### src/rtl/uart_tx_sched.sv
// uart_tx_sched: pops bytes from the tx FIFO and sends them 8N1 on tx.
// Ports: clk_i, reset_i (async, active-low), CSR write (csr_enable,
// csr_addr, rs1_data), FIFO side (have_next, fifo_data, next),
// line side (tx, busy), ctrl_out = {15'b0, enable, div_pending}.
module uart_tx_sched #(
   parameter int unsigned         DivWidth      = 16,
   parameter logic [DivWidth-1:0] DefaultDiv    = DivWidth'(234),
   parameter int unsigned         HoldoffCycles = 4,
   parameter logic [11:0]         CtrlCsrAddr   = 12'h7c0
) (
   input  logic        clk_i,
   input  logic        reset_i,
   input  logic        csr_enable,
   input  logic [11:0] csr_addr,
   input  logic [31:0] rs1_data,
   input  logic        have_next,
   input  logic [7:0]  fifo_data,
   output logic        next,
   output logic        tx,
   output logic        busy,
   output logic [31:0] ctrl_out
);

   localparam int HoW = (HoldoffCycles < 2) ? 1
                                            : $clog2(HoldoffCycles + 1);

   localparam logic [1:0] S_IDLE  = 2'd0;
   localparam logic [1:0] S_START = 2'd1;
   localparam logic [1:0] S_DATA  = 2'd2;
   localparam logic [1:0] S_STOP  = 2'd3;

   logic [1:0]          state;
   logic                enable;
   logic [DivWidth-1:0] div_pending;
   logic [DivWidth-1:0] div_active;
   logic [DivWidth-1:0] div_eff;
   logic [DivWidth-1:0] baud_cnt;
   logic [HoW-1:0]      holdoff;
   logic [2:0]          bit_idx;
   logic [7:0]          shreg;
   logic                csr_wr;
   logic                bit_end;
   logic                pop;
   logic                unused_bits;

   assign csr_wr  = csr_enable && (csr_addr == CtrlCsrAddr);
   assign div_eff = (div_pending == '0) ? DivWidth'(1) : div_pending;
   assign bit_end = (baud_cnt == div_active - DivWidth'(1));

   // Pop from IDLE, or on the last STOP cycle for back-to-back frames.
   assign pop = enable && have_next && (holdoff == '0) &&
                ((state == S_IDLE) ||
                 ((state == S_STOP) && bit_end));

   assign next     = pop;
   assign busy     = (state != S_IDLE);
   assign ctrl_out = {15'b0, enable, 16'(div_pending)};

   assign unused_bits = ^rs1_data[31:17];

   always_comb begin
      tx = 1'b1;
      case (state)
         S_START: tx = 1'b0;
         S_DATA:  tx = shreg[0];
         default: tx = 1'b1;
      endcase
   end

   always_ff @(posedge clk_i or negedge reset_i) begin
      if (!reset_i) begin
         state       <= S_IDLE;
         enable      <= 1'b0;
         div_pending <= DefaultDiv;
         div_active  <= DefaultDiv;
         baud_cnt    <= '0;
         holdoff     <= '0;
         bit_idx     <= '0;
         shreg       <= '0;
      end else begin
         if (csr_wr) begin
            div_pending <= rs1_data[DivWidth-1:0];
            enable      <= rs1_data[16];
         end

         if (pop) begin
            holdoff <= HoW'(HoldoffCycles);
         end else if (holdoff != '0) begin
            holdoff <= holdoff - HoW'(1);
         end

         // A same-cycle CSR write lands in div_pending after this
         // load, so the new divisor applies from the next frame.
         if (pop) begin
            shreg      <= fifo_data;
            div_active <= div_eff;
            baud_cnt   <= '0;
            bit_idx    <= '0;
            state      <= S_START;
         end else if (state != S_IDLE) begin
            if (!bit_end) begin
               baud_cnt <= baud_cnt + DivWidth'(1);
            end else begin
               baud_cnt <= '0;
               case (state)
                  S_START: begin
                     bit_idx <= '0;
                     state   <= S_DATA;
                  end
                  S_DATA: begin
                     shreg   <= {1'b0, shreg[7:1]};
                     bit_idx <= bit_idx + 3'd1;
                     if (bit_idx == 3'd7) begin
                        state <= S_STOP;
                     end
                  end
                  default: state <= S_IDLE;
               endcase
            end
         end
      end
   end

endmodule

### config.mk
export PLATFORM = sky130hd
export DESIGN_NAME = uart_tx_sched
export DESIGN_NICKNAME = d
export VERILOG_FILES = /design/src/rtl/uart_tx_sched.sv
export SDC_FILE = /design/constraint.sdc
export NUM_CORES = 1
export LEC_CHECK = 0
export CAP_MARGIN = 15
export CORE_UTILIZATION = 50
export DETAILED_ROUTE_END_ITERATION = 8
export GPL_TIMING_DRIVEN = 0
export PLACE_DENSITY = 0.89
export SLEW_MARGIN = 20
export SYNTH_ARGS = -nofsm -noshare
export SYNTH_HDL_FRONTEND = slang
export SYNTH_SLANG_ARGS = --single-unit
### constraint.sdc
create_clock -name clk_i -period 3.77 [get_ports clk_i]
set_input_delay 0.754 -clock clk_i [delete_from_list [all_inputs] [get_ports clk_i]]
set_output_delay 0.754 -clock clk_i [all_outputs]
set_load 0.005 [all_outputs]
==> impl_metrics.toml <==
[worst_setup_path]
cp-end-kind = "output pin"
crit_fanout = 7
rr_startpoint = "div_active[1]"
cp.required_ps = 3020
reg2regPathDepth = 11
crit_type = "flip-flop to output pin"
crit_buf_inv = 4
crit_family = "compound AO/OA/AOI/OAI gates"
slowest_stage = "dfstp_2"
crit_chain = "inv_2, ha_4, o21bai_1, a311oi_1, a41oi_1, a311o_1, o41ai_2, nand2_2, inv_2, buf_12, clkbuf_2"
timing.rr.end = "state[0]"
path_common_cell = "inv_2"
crit_start = "div_active[1]"
crit_arrival_ps = 2860
setup.worst_path.start_class = "flip-flop"
max_stage_delay_ps = 570
reg2reg_slack_ps = 740

[synthesis]
ys_seq_elements = 65
yosysWarnings = 0
ys.flop_type = "dfrtp_1"
yosys.area.top_type = "dfrtp_1"
ys_async_sr_fraction = 1.00
synthTopCellsByArea = "dfrtp_1 (36%), dfstp_2 (7.0%), nand2_1 (6.3%), mux2_2 (5.7%), xnor2_1 (4.2%)"
ys_types = 58
yosys.area.top_type_share = 0.364
avgSynthCellArea_um2 = 9.46
ys_seq_area_frac = 0.434
syn_inst = 399
synth_edf_count = 0
syn_area_um2 = 3780

[drt]
via_per_inst = 5.56
dr_wl_met3_um = 620
vias = 3317
drc = 0
wl_met2_mm = 4.42
drt_iter0_markers = 206
drtAntennaViolNets = 0
avgRoutedWirePerCell_um = 15.3
highest_layer = "met4"
met1_length_mm = 3.74
wl_mm = 9.12
dr.pass1.iters = 5

[clock_tree]
clock-sinks = 65
cts_tree = "built"
root_buffer = "clkbuf_8"
ctsHoldBuffers = 0
clk_pin_slew_worst_paths_ps = 70
cts_buffer_depth = 2
h-tree-depth = 3
clock_latency_ps = 360
numCtsBuffers = 9

[final_layout]
drive_gt1_frac = 0.211
diodes = 0
syn2layout_area_growth_pct = 30.3
final_nets = 559

[place]
dp_hpwl_mm = 6.40
pre_cts_ws_ps = -423
io_buffers = 60
place.gp.congestion = 0.900

[die]
start_util = 0.518
pin_count = 91
rows = 31
die_y_um = 88.9
core_um2 = 7290
die-area_um2 = 7900
dieWidth_um = 88.9

[sta]
fmaxAchievable_ghz = 0.277
tightest_slew_ps = 889
finalSetupViolations = 0
max_slew_margin = 0.403
fin_crit_ps = 3610
layout_setup_ws_ps = 157
hold_slack_ps = 241
grt_setup_unrepaired = "false"
final.period_utilization = 0.958
fin_worst_skew_ps = 12.1
slew_viol_final = 0
finalHoldViolations = 0

[power_and_ir_drop]
ir_worst_vdd_mv = 0.179
powerDensity_nw_per_um2 = 310
cellLeakagePower_uw = 0.00232

[grt]
grt_max_degree = 55
antenna_found_initial = 0
grt_pass1_vias = 3137
grt_pass1_wl_mm = 14.5
grt_overflow_total = 0
grt_usage = 0.246

[outcome]
run_status = "completed"

[flow_run]
maxCapViolations = 0

[hold_path]
min_path_type = "primary input to async pin"
==> sequential cells by signal (all words and copies together), names as in the netlist <==
signal / flops
baud_cnt: 16
div_active: 16
div_pending: 16
shreg: 8
bit_idx: 3
holdoff: 3
state: 2
enable: 1
==> worst max-delay path by stage <==
stage / cells past startpoint / to
2_1_floorplan: 11 / next
3_3_place_gp: 12 / next
3_5_place_dp: 12 / next
4_1_cts: 11 / next
5_1_grt: 11 / next
6_report: 11 / next
==> cells in the mapped netlist (all sizes together) (3+ instances only) <==
cell	instances
mux2i	4
xor2	17
inv	10
dfstp	10
ha	10
o21ai	11
nand3	24
and3	5
nor4	9
nand4b	3
dfrtp	55
o211ai	3
nor3	6
nand2	64
xnor2	18
clkbuf	6
buf	28
nand4	19
nor2	34
mux2	19
nor2b	6
==> cells by family (layout without fill, tap and decap cells) <==
family,count (synthesis),count (layout),synth area share
simple gates,185,185,0.250
flops,65,65,0.434
buf+inv,45,130,0.0679
compound gates,35,35,0.0659
xor+xnor,35,35,0.0812
mux,23,23,0.0673
fa+ha+maj,10,10,0.0331
other cells,1,15,0.000993
==> layout by cell type (no fill, tap or decap), types with 3 or more instances in the layout <==
cell	count
nand2_1	63
clkdlybuf4s50_1	58
dfrtp_1	54
nor2_1	33
buf_4	27
nand3_1	23
nand4_1	19
mux2_2	19
xnor2_1	18
xor2_1	17
conb_1	15
clkbuf_8	10
dfstp_2	10
buf_2	9
o21ai_0	9
ha_1	9
inv_1	7
clkbuf_1	7
nor2b_1	6
and3_1	5
nor3_1	4
nor4_1	4
inv_2	3
o211ai_1	3
nor4_2	3
nand4b_1	3
==> report_power, final <==
| part | leakage [uW] | switching (uW) | internal, uW |
|---|---|---|---|
| Combinational | 0.00140 | 83.1 | 103 |
| Sequential | 0.000823 | 15.5 | 723 |
| Clock | 0.0000993 | 280 | 322 |
==> metal layers <==
metal,track usage,vias to the layer above
met5,0,-
met2,0.397,160
met1,0.310,1574
li1,-,1548
met4,0.129,0
met3,0.0572,35
==> layout make-up <==
type	instances	area [um2]
Clock buffer	11	141
Timing Repair Buffer	70	688
Buffer	33	215
Inverter	11	41.3
Tap cell	99	124
Fill cell	560	2370
Clock inverter	5	56.3
Sequential cell	65	1640
Multi-Input combinational cell	303	2010
==> through the flow <==
| stage | total power (uW) | TNS, ps | util | cell area [um2] | std cells |
|---|---|---|---|---|---|
| final | 1530 | 0 | 0.675 | 4920 | 597 |
| after detailed placement | 934 | -423 | 0.628 | 4580 | 573 |
| after global placement | 914 | -2660 | 0.624 | 4550 | 572 |
| after CTS | 1530 | 0 | 0.669 | 4880 | 593 |
| after floorplan | 847 | 0 | - | 3830 | 413 |
| after global routing | 1580 | 0 | 0.675 | 4920 | 597 |
==> what timing repair did <==
| item | CTS | global route |
|---|---|---|
| pin swaps | 3 | 6 |
| gates resized for setup | 18 | 7 |
| setup buffers | 5 | 4 |
| setup endpoints to repair | 1 | 1 |
No activity file was read; power rests on OpenSTA's default activity.
